<file path="src/rtl/bcd_pkg.sv">
// Shared constants, state encoding and digit helpers for the digit-serial BCD adder.
package bcd_pkg;

    localparam int unsigned DIGIT_W = 4;
    localparam logic [DIGIT_W-1:0] BCD_MAX  = 4'd9;
    localparam logic [DIGIT_W-1:0] BCD_CORR = 4'd6;

    typedef enum logic [1:0] {
        IDLE = 2'b00,
        ADD  = 2'b01,
        DONE = 2'b10
    } state_t;

    function automatic logic digit_invalid(input logic [DIGIT_W-1:0] d);
        return d > BCD_MAX;
    endfunction

endpackage

</file>
<file path="src/rtl/bcd_digit_add.sv">
// Single-digit BCD adder with decimal carry; combinational, reused every ADD cycle.
module bcd_digit_add
    import bcd_pkg::*;
(
    input  logic [DIGIT_W-1:0] a,
    input  logic [DIGIT_W-1:0] b,
    input  logic               ci,
    output logic [DIGIT_W-1:0] s,
    output logic               co
);

    logic [DIGIT_W:0] raw;

    always_comb begin
        raw = {1'b0, a} + {1'b0, b} + {{DIGIT_W{1'b0}}, ci};
        if (raw > {1'b0, BCD_MAX}) begin
            s  = raw[DIGIT_W-1:0] + BCD_CORR;
            co = 1'b1;
        end else begin
            s  = raw[DIGIT_W-1:0];
            co = 1'b0;
        end
    end

endmodule

</file>
<file path="src/rtl/bcd_adder_seq.sv">
// Digit-serial multi-digit BCD adder, LSD first, start/busy/done handshake.
// Optional invalid-digit flag on err when BCD_INVALID_CHECK_EN is defined.
module bcd_adder_seq
    import bcd_pkg::*;
#(
    parameter int unsigned DIGITS = 4
) (
    input  logic                      Clock,
    input  logic                      Resetn,
    input  logic                      start,
    input  logic [DIGIT_W*DIGITS-1:0] A,
    input  logic [DIGIT_W*DIGITS-1:0] B,
    input  logic                      Cin,
    output logic [DIGIT_W*DIGITS-1:0] S,
    output logic                      Cout,
    output logic                      busy,
    output logic                      done,
    output logic                      err
);

    localparam int unsigned W     = DIGIT_W * DIGITS;
    localparam int unsigned IDX_W = (DIGITS > 1) ? $clog2(DIGITS) : 1;
    localparam logic [IDX_W-1:0] LAST = IDX_W'(DIGITS - 1);

    state_t             state, state_nxt;
    logic [IDX_W-1:0]   idx;
    logic [W-1:0]       a_sh, b_sh, res_sh, res_nxt;
    logic               carry;
    logic [DIGIT_W-1:0] sum_d;
    logic               sum_co;
    logic               accept, last_add;

    bcd_digit_add u_digit (
        .a  (a_sh[DIGIT_W-1:0]),
        .b  (b_sh[DIGIT_W-1:0]),
        .ci (carry),
        .s  (sum_d),
        .co (sum_co)
    );

    assign accept   = (state == IDLE) && start;
    assign last_add = (state == ADD) && (idx == LAST);
    // New digit enters at the MSD end; the final edge writes the completed word straight to S.
    assign res_nxt  = W'({sum_d, res_sh} >> DIGIT_W);
    assign busy     = (state != IDLE);
    assign done     = (state == DONE);

    always_comb begin
        state_nxt = state;
        case (state)
            IDLE:    if (start) state_nxt = ADD;
            ADD:     if (idx == LAST) state_nxt = DONE;
            DONE:    state_nxt = IDLE;
            default: state_nxt = IDLE;
        endcase
    end

    always_ff @(posedge Clock or negedge Resetn) begin
        if (!Resetn) begin
            state  <= IDLE;
            idx    <= '0;
            a_sh   <= '0;
            b_sh   <= '0;
            res_sh <= '0;
            carry  <= 1'b0;
            S      <= '0;
            Cout   <= 1'b0;
        end else begin
            state <= state_nxt;
            if (accept) begin
                a_sh   <= A;
                b_sh   <= B;
                carry  <= Cin;
                idx    <= '0;
                res_sh <= '0;
            end else if (state == ADD) begin
                a_sh   <= a_sh >> DIGIT_W;
                b_sh   <= b_sh >> DIGIT_W;
                carry  <= sum_co;
                res_sh <= res_nxt;
                idx    <= idx + 1'b1;
                if (last_add) begin
                    S    <= res_nxt;
                    Cout <= sum_co;
                end
            end
        end
    end

`ifdef BCD_INVALID_CHECK_EN
    logic err_sticky;
    logic bad_now;

    assign bad_now = digit_invalid(a_sh[DIGIT_W-1:0]) | digit_invalid(b_sh[DIGIT_W-1:0]);

    always_ff @(posedge Clock or negedge Resetn) begin
        if (!Resetn) begin
            err_sticky <= 1'b0;
            err        <= 1'b0;
        end else if (accept) begin
            err_sticky <= 1'b0;
            err        <= 1'b0;
        end else if (state == ADD) begin
            err_sticky <= err_sticky | bad_now;
            if (last_add) err <= err_sticky | bad_now;
        end
    end
`else
    assign err = 1'b0;
`endif

endmodule
</file>
<file path="config.mk">
export PLATFORM = sky130hd
export DESIGN_NAME = bcd_adder_seq
export DESIGN_NICKNAME = d
export VERILOG_FILES = /design/src/rtl/bcd_pkg.sv /design/src/rtl/bcd_digit_add.sv /design/src/rtl/bcd_adder_seq.sv
export SDC_FILE = /design/constraint.sdc
export NUM_CORES = 1
export LEC_CHECK = 0
export ABC_AREA = 1
export CORE_MARGIN = 1.5
export CORE_UTILIZATION = 52
export CTS_CLUSTER_DIAMETER = 40
export CTS_CLUSTER_SIZE = 12
export DETAILED_ROUTE_END_ITERATION = 7
export HOLD_SLACK_MARGIN = 0.02
export PLACE_DENSITY = 0.8
export SKIP_LAST_GASP = 1
export SLEW_MARGIN = 0
export SYNTH_ARGS = -nofsm -noshare
export SYNTH_HDL_FRONTEND = slang
export SYNTH_SLANG_ARGS = --single-unit
</file>
<file path="constraint.sdc">
create_clock -name Clock -period 2.5 [get_ports Clock]
set_input_delay 0.25 -clock Clock [delete_from_list [all_inputs] [get_ports Clock]]
set_output_delay 0.25 -clock Clock [all_outputs]
set_load 0.01 [all_outputs]
</file>
==> results of run 1 <==
[worst paths after layout]
path	from	end	slack [ns]	cells past startpoint
hold reg to reg	S[6]	S[6]	0.49	2
min in group asynchronous	Resetn	b_sh[14]	0.48	2
hold / removal	B[14]	b_sh[14]	0.45	3
max in group asynchronous	Resetn	S[7]	1.38	3
setup reg to reg	a_sh[0]	res_sh[14]	0.11	12
setup / recovery	a_sh[0]	res_sh[14]	0.11	12
[cell families after synthesis]
kind of cell,synth area share [%]
compound gates,14.52
fa+ha+maj,3.482
buf+inv,8.662
flops,56.05
other cells,0.1273
simple gates,17.15
[per-stage QoR]
stage                     setup WS (ns)  utilization [%]  hold WS [ns]
after floorplan                  0.2248                -      -0.04559
after global placement           0.1385            64.08        0.3272
after detailed placement        0.06366            64.08        0.3214
after CTS                       0.05895            68.27        0.4484
after global routing           0.009944            68.31        0.4574
final                            0.1148            68.31        0.4531
[routing by layer]
metal  global-route usage [%]  up-vias
met5                        0        -
met4                    13.39        0
met3                    4.767       17
met2                    34.96       56
met1                    28.37     1076
li1                         -     1113
[report_power, final]
part / switching [mW] / internal, mW
clock network: 0.392 / 0.585
registers: 0.233 / 1.55
logic: 1.57 / 1.05
[layout make-up]
type,instances,area share (%)
inverter,42,4.351
timing repair buffer,57,15.33
sequential,66,44.18
tap,72,2.410
clock buffer,11,3.782
clock inverter,5,2.075
multi-input combinational,185,27.88
[synthesized netlist by cell type (3+ instances only)]
cell	count	area share (%)
nand2_1	87	11
dfrtp_1	66	56
inv_1	37	4.7
o21ai_1	19	3.2
nand3_1	18	3.1
o22ai_1	9	1.9
buf_2	8	1.4
o211ai_1	8	2.0
o221ai_1	6	1.8
ha_1	5	2.1
a22o_1	4	1.2
nand2_2	4	0.85
nor2_1	4	0.51
o211ai_2	4	1.7
buf_6	3	1.1
inv_2	3	0.38
[sequential cells by signal (all words and copies together) (netlist names)]
signal	flops
b_sh	16
Cout	1
a_sh	16
idx	2
carry	1
res_sh	12
S	16
state	2
[worst max-delay path, stage by stage, from the launching register on]
cell and delay, ns:
dfrtp_1 0.40, fa_2 0.41, fa_1 0.54, inv_1 0.07, ha_1 0.19, inv_1 0.07, nor2_1 0.05, a21oi_2 0.11
nand2_2 0.09, nand2_2 0.10, nand2_1 0.08, nand3_1 0.08, o21ai_1 0.06
[repair_timing]
action	in CTS	in global routing
resized for setup	0	1
hold endpoints to repair	30	0
endpoints found under the setup margin	0	6
hold buffers	1	0
==> run summary, run 1 <==
wire length on met3 - 200 um
commonest non-fill, non-tap cells in the layout - nand2_1, dfrtp_1, clkdlybuf4s50_1
maximum clock path buffer count - 2
GP Congestion - 0.7913
CTS Buf Count - 9
Reg area - 0.001652 mm2
1st-pass router iterations - 4
RSZ-0062 raised after global routing - no
fin crit share - 95.41%
Finished Cell Area - 0.003739 mm2
Worst-Margin Slew - 0.6826 ns
final-layout fill cell count - 427
f_max - 419.3 MHz
ANT nets after route - 0
TNS Setup - 0 ns
dpl cells - 421
Max FO, Critical Path - 5
Final Max Slew Viols - 0
first-pass GRT wire length - 10.41 mm
CTS Root Cell - clkbuf_8
worst path arrival time - 2.61 ns
grt ovf - 0
final hold viol count - 0
FFs w/ async S/R, synth - 100.0%
Pwr Total - 5.382 mW
crit path launch type - flop
Die Y - 78.28 um
Post-Syn Nets - 350
P per Cell Area - 1440 mW/mm2
Leak Pwr - 1.744 nW
Post-Syn Instances - 307
num rows - 27
Synth cell types - 31
initial antenna violation count - 0
Warnings, synthesis - 0
max_slew headroom - 54.49%
Post-Syn Area - 0.002947 mm2
Post-synth EDFFs - 0
Tot GR Track Use - 22.27%
vias in the first global route - 2303
WP data required - 2.72 ns
DR WL met2 - 2.797 mm
Post-Layout Cell Count - 438
HPWL Detailed - 4.010 mm
final setup fails - 0
DR iter-0 viols - 155
Reg clk slew, reported paths - 0.07 ns
layout cell share with drive strength beyond 1 - 10.38%
Die ar. - 0.006127 mm2
Post-CTS Setup Inserts - 0
Synth Flop Type - dfrtp_1
Post-Route M1 WL - 2.600 mm
syn_area_per_cell - 9.598 um2
clock tree sinks - 66
core area - 0.005473 mm2
Worst Setup Path Type - reg -> reg
routed len/inst - 13.18 um
Routed WL - 5.774 mm
clk_lat worst skew - 0.34 ns
most common cell after layout, fill and taps aside - nand2_1
initial cell density of the core - 53.84%
Antenna Cells - 0
io pins - 56
CTS tree - yes
outcome - completed
dpl cell area - 0.003507 mm2
max-capacitance violation count - 0
DRC viols - 0
Seq/Total Area, Yosys - 56.05%
Area growth syn-to-layout - 26.88%
Final min period - 2.385 ns
crit end category - flop
Chip Width - 78.28 um
H-tree depth - 3
Multi-input gate area - 0.001042 mm2
clock skew - 0.009563 ns
Hold WC Path Type - in -> reg
Vias - 2262
IO Port Bufs - 54
top sig layer - met4
vias per cell - 5.164
pin count of the biggest net entering global routing - 37
peak supply drop - 0.0009100 V
Yosys reg bits - 66
layout net count - 404
Power figures use the tool's default switching activity.
==> run 2: changes to the inputs <==
Settings changed: CELL_PAD_IN_SITES_DETAIL_PLACEMENT set to 1, CELL_PAD_IN_SITES_GLOBAL_PLACEMENT set to 2, CORE_UTILIZATION 52 to 38, DONT_BUFFER_PORTS set to 1, PLACE_DENSITY 0.8 to 0.77.
==> run 2 against run 1 <==
Against the previous run:
- non-clock buffer count decreased by 49
- via count decreased by 7.4%
- critical path depth unchanged
- sequential power increased by 4%
- die area increased by 35%
- worst hold slack got worse by 0.41 ns
- sequential share of layout area increased by 6.1 points
- first-iteration DRC count decreased by 49%
- register-to-register slack improved by 0.03 ns
- combinational power about the same
- largest cell class unchanged
- highest routed layer unchanged
==> run summary, run 2 (synthesis results as in run 1) <==
outcome - completed
R2R Setup Slk - 0.15 ns (+0.03 ns)
final setup fails - 0 (unchanged)
grt ovf - 0 (unchanged)
Multi-input gate area - 0.001077 mm2 (+3.4%)
P per Cell Area - 1635 mW/mm2 (+14%)
worst r2r src - carry
R2R cell count - 12 (unchanged)
peak supply drop - 0.0006570 V (-28%)
layout net count - 355 (-12%)
ANT nets after route - 0 (unchanged)
CTS tree - yes
Die ar. - 0.008291 mm2 (+35%)
clock skew - 0.009598 ns (+0.00003547 ns)
fin crit share - 94.13% (-1.3 points)
IO Port Bufs - 0 (-100%)
hold path depth - 1 (-2)
Post-Layout Cell Count - 416 (-5.0%)
Max FO, Critical Path - 5 (unchanged)
layout cell share with drive strength beyond 1 - 15.77% (+5.4 points)
RR Endpoint - res_sh[13]
vias in the first global route - 2207 (-4.2%)
Hold WS - 0.03838 ns (-0.4147 ns)
final hold viol count - 0 (unchanged)
WP data required - 2.73 ns (about the same)
Leak Pwr - 1.544 nW (-11%)
Tot GR Track Use - 17.67% (-4.6 points)
Vias - 2095 (-7.4%)
clk_lat worst skew - 0.35 ns (about the same)
max_slew headroom - 66.48% (+12 points)
GP Congestion - 0.8358 (+5.6%)
pin count of the biggest net entering global routing - 67 (+81%)
crit end category - flop
core area - 0.007370 mm2 (+35%)
1st-pass router iterations - 4 (unchanged)
Routed WL - 6.751 mm (+17%)
final-layout fill cell count - 858 (+100%)
io pins - 56 (unchanged)
Finished Cell Area - 0.003287 mm2 (-12%)
vias per cell - 5.036 (-2.5%)
Final Max Slew Viols - 0 (unchanged)
Worst-Margin Slew - 0.5027 ns (-0.1798 ns)
Antenna Cells - 0 (unchanged)
Worst Setup Path Type - reg -> reg
most common cell after layout, fill and taps aside - nand2_1
maximum clock path buffer count - 2 (unchanged)
crit path launch type - flop
biggest regs - S x16, a_sh x16, b_sh x16
Reg area - 0.001652 mm2 (unchanged)
HPWL Detailed - 4.386 mm (+9.4%)
routed len/inst - 16.23 um (+23%)
first-pass GRT wire length - 11.25 mm (+8.1%)
initial antenna violation count - 0 (unchanged)
f_max - 425.0 MHz (+1.4%)
Area growth syn-to-layout - 11.55%
commonest non-fill, non-tap cells in the layout - nand2_1, dfrtp_1, inv_1
clock tree sinks - 66 (unchanged)
dpl cells - 393 (-6.7%)
Final min period - 2.353 ns (-0.03202 ns)
Die Y - 91.06 um (+16%)
num rows - 31 (+15%)
CTS Buf Count - 9 (unchanged)
initial cell density of the core - 39.98% (-14 points)
HP Start - A[13]
DRC viols - 0 (unchanged)
worst path arrival time - 2.58 ns (-0.03 ns)
CTS Root Cell - clkbuf_8
dpl cell area - 0.002985 mm2 (-15%)
H-tree depth - 3 (unchanged)
DR iter-0 viols - 79 (-49%)
Chip Width - 91.06 um (+16%)
Worst Hold Endpoint - a_sh[13]
Pwr Total - 5.375 mW (-0.13%)
Reg clk slew, reported paths - 0.07 ns (about the same)
max-capacitance violation count - 0 (unchanged)
Hold WC Path Type - in -> reg
-- run 2: cell types whose count changed in the layout (fill, tap and decap cells not counted), moves of 2 or more --
cell             change
clkdlybuf4s50_1     -53
inv_1                -2
buf_4                +4
inv_2                +2
nand2_1              -5
nand2_2              +4
-- run 2: worst max-delay path, stage by stage (launching register included) --
cell,delay (ns)
dfrtp_1,0.41
fa_2,0.43
fa_2,0.60
inv_2,0.06
ha_4,0.15
inv_2,0.05
nor2_2,0.03
a21oi_2,0.10
nand2_2,0.10
nand2_4,0.10
nand2_2,0.06
nand3_1,0.06
o21ai_1,0.06
-- run 2: where the power goes --
part           switching [mW]  leakage [nW]  total (mW)  internal [mW]
combinational            1.66         0.615        2.64          0.983
clock                   0.416        0.0893       0.874          0.458
sequential              0.311         0.840        1.86           1.55
-- run 2: repair_timing --
| item | CTS | global route |
|---|---|---|
| setup endpoints to repair | 0 | 8 |
| endpoints found under the hold margin | 67 | 0 |
| gates resized for setup | 0 | 13 |
| buffers inserted | 0 | 4 |
| hold buffers | 3 | 0 |
-- run 2: worst max path at each step --
stage / startpoint / endpoint / depth (start not counted)
after global routing: carry / res_sh[13] / 12
after floorplan: a_sh[0] / res_sh[13] / 12
after global placement: a_sh[0] / res_sh[13] / 12
final: carry / res_sh[13] / 12
after CTS: a_sh[0] / S[15] / 13
after detailed placement: a_sh[0] / res_sh[13] / 12
-- run 2: area by class of cell --
cell class / instances / area share (%)
Inverter: 42 / 4.949
Clock inverter: 5 / 1.675
Sequential cell: 66 / 50.25
Clock buffer: 11 / 3.997
Timing Repair Buffer: 8 / 2.589
Tap cell: 99 / 3.769
Multi-Input combinational cell: 185 / 32.77
-- run 2: stage by stage --
stage          TNS (ns)  util, %  setup WS, ns
2_1_floorplan         0        -        0.2248
3_3_place_gp          0    40.51        0.1116
6_report              0    44.60        0.1468
3_5_place_dp          0    40.51       0.06191
4_1_cts               0    43.68       0.05239
5_1_grt        -0.05585    44.60      -0.01867
-- run 2: layer usage --
layer	track usage [%]	part of all wire, %	up-vias
met5	0	0	-
met4	8.073	2.2	0
met3	5.109	4.3	14
met2	26.00	46	40
met1	24.00	47	1029
li1	-	-	1012
==> run 3: changes to the inputs <==
Settings changed: CORE_UTILIZATION 38 to 35, PLACE_DENSITY 0.77 to 0.75.
Clock period 2.5 ns to 2 ns, I/O delays scaled along.
==> run 3 against run 2 <==
Against the previous run:
- the flow now finishes with violations (negative setup slack)
- clock skew rose by 0.0071 ns
- worst hold slack improved by 0.36 ns
- wire length rose by 5.5%
- clock power rose by 30%
- final cell count rose by 11%
- sequential power rose by 25%
- via count rose by 7.5%
==> run summary, run 3 (synthesis results as in run 1) <==
most common cell after layout, fill and taps aside - nand2_1
R2R cell count - 13 (+1)
Post-Route M1 WL - 3.297 mm (+3.4%)
P per Cell Area - 1932 mW/mm2 (+18%)
outcome - finished with violations
vias per cell - 4.864 (-3.4%)
Net Switching - 3.132 mW (+31%)
DRC viols - 0 (unchanged)
Die Y - 94.76 um (+4.1%)
H-tree depth - 3 (unchanged)
num rows - 33 (+6.5%)
CTS Buf Count - 9 (unchanged)
biggest regs - S x16, a_sh x16, b_sh x16
R2R Setup Slk - -0.31 ns (-0.45 ns)
DR WL met2 - 3.490 mm (+12%)
IO Port Bufs - 0 (unchanged)
final core utilization - 45.53% (+0.93 points)
Reg area - 0.001652 mm2 (unchanged)
Leak Pwr - 1.749 nW (+13%)
worst r2r src - carry
register share of total power - 32.4% (-2.3 points)
Final Max Slew Viols - 0 (unchanged)
initial antenna violation count - 0 (unchanged)
GP Congestion - 0.7343 (-12%)
crit end category - flop
layout net count - 396 (+12%)
CTS tree - yes
grt ovf - 0 (unchanged)
Hold WC Path Type - in -> async
max-capacitance violation count - 0 (unchanged)
vias in the first global route - 2415 (+9.4%)
crit path launch type - flop
RSZ-0062 raised after global routing - yes
Final min period - 2.307 ns (-0.04568 ns)
DR iter-0 viols - 86 (+8.9%)
routed len/inst - 15.38 um (-5.3%)
TNS Setup - -2.157 ns (-2.157 ns)
Max FO, Critical Path - 5 (unchanged)
f_max - 433.4 MHz (+2.0%)
Area growth syn-to-layout - 26.33%
Worst Setup Path Type - reg -> reg
WP data required - 2.28 ns (-0.45 ns)
commonest non-fill, non-tap cells in the layout - nand2_1, dfrtp_1, dlygate4sd3_1
Reg clk slew, reported paths - 0.08 ns (about the same)
wire length on met3 - 259 um (-9.8%)
maximum clock path buffer count - 2 (unchanged)
Finished Cell Area - 0.003722 mm2 (+13%)
Multi-input gate area - 0.001105 mm2 (+2.6%)
HPWL Detailed - 4.320 mm (-1.5%)
Vias - 2252 (+7.5%)
final setup fails - 8 (+8)
Chip Width - 94.76 um (+4.1%)
pin count of the biggest net entering global routing - 67 (unchanged)
clock skew - 0.01671 ns (+0.007115 ns)
clock tree sinks - 66 (unchanged)
io pins - 56 (unchanged)
1st-pass router iterations - 4 (unchanged)
Final Worst Setup Slack - -0.3075 ns (-0.4543 ns)
dpl cell area - 0.003070 mm2 (+2.8%)
Routed WL - 7.119 mm (+5.5%)
worst path arrival time - 2.59 ns (about the same)
Die ar. - 0.008979 mm2 (+8.3%)
first-pass GRT wire length - 11.72 mm (+4.1%)
RR Endpoint - S[15]
clock network power share - 15.9% (-0.4 points)
ANT nets after route - 0 (unchanged)
top sig layer - met4
clk_lat worst skew - 0.35 ns (about the same)
internal power component - 4.058 mW (+36%)
initial cell density of the core - 36.04% (-3.9 points)
final-layout fill cell count - 922 (+7.5%)
CTS Root Cell - clkbuf_8
final hold viol count - 0 (unchanged)
combinational share of power - 51.8% (+2.7 points)
switching part of the total power - 43.56% (-0.76 points)
Pwr Total - 7.191 mW (+34%)
Antenna Cells - 0 (unchanged)
Tot GR Track Use - 17.42% (-0.25 points)
layout cell share with drive strength beyond 1 - 17.60% (+1.8 points)
peak supply drop - 0.0007085 V (+7.8%)
fin crit share - 115.4% (+21 points)
failing checks - negative setup slack
core area - 0.008175 mm2 (+11%)
-- run 3: worst max-delay path by stage --
stage | from | to | cells after the start
global placement | carry | res_sh[14] | 12
global route | carry | S[15] | 13
finish | carry | S[15] | 13
floorplan | carry | res_sh[13] | 12
CTS | a_sh[0] | S[15] | 13
detailed placement | carry | res_sh[14] | 12
-- run 3: repair_timing --
action,in CTS,in global routing
hold endpoints to repair,100,0
pin swaps,4,4
cloned,0,1
buffers inserted,3,0
gates resized for setup,7,4
setup endpoints to repair,8,9
hold buffers,36,0
-- run 3: layout make-up --
cell class                 instances  area share [%]
sequential                        66           44.37
clock buffer                      10           3.697
clock inverter                     6           1.782
multi-input combinational        186           29.68
tap                              105           3.529
timing repair buffer              48           12.57
inverter                          42           4.370
-- run 3: worst max-delay path, cell delays in order (launching register included) --
cell	delay, ns
dfrtp_1	0.40
fa_2	0.41
fa_2	0.55
inv_2	0.05
ha_4	0.15
inv_2	0.06
nor2_2	0.04
a21oi_2	0.11
nand2_2	0.10
nand2_4	0.11
nand2_1	0.07
nand2_2	0.07
nand2_1	0.07
nand2_1	0.07
-- run 3: metrics by stage --
| step | std cells | hold WS, ns | setup WS (ns) |
|---|---|---|---|
| 2_1_floorplan | 307 | -0.09559 | -0.2042 |
| 3_3_place_gp | 407 | -0.09339 | -0.2715 |
| 3_5_place_dp | 407 | -0.09260 | -0.3390 |
| 4_1_cts | 462 | 0.4031 | -0.2670 |
| 5_1_grt | 463 | 0.4047 | -0.4078 |
| 6_report | 463 | 0.3962 | -0.3075 |
-- run 3: power by group through the flow --
stage               Sequential, mW  Combinational [mW]  Clock (mW)
floorplan                     2.27                2.46           0
global placement              2.33                3.16           0
detailed placement            2.36                3.22           0
CTS                           2.34                3.58        1.19
global route                  2.41                4.20        1.25
finish                        2.33                3.72        1.14
-- run 3: routing by layer --
layer	up-vias	track usage, %
li1	1097	-
met1	1116	21.63
met2	34	28.63
met3	5	5.636
met4	0	5.597
met5	-	0
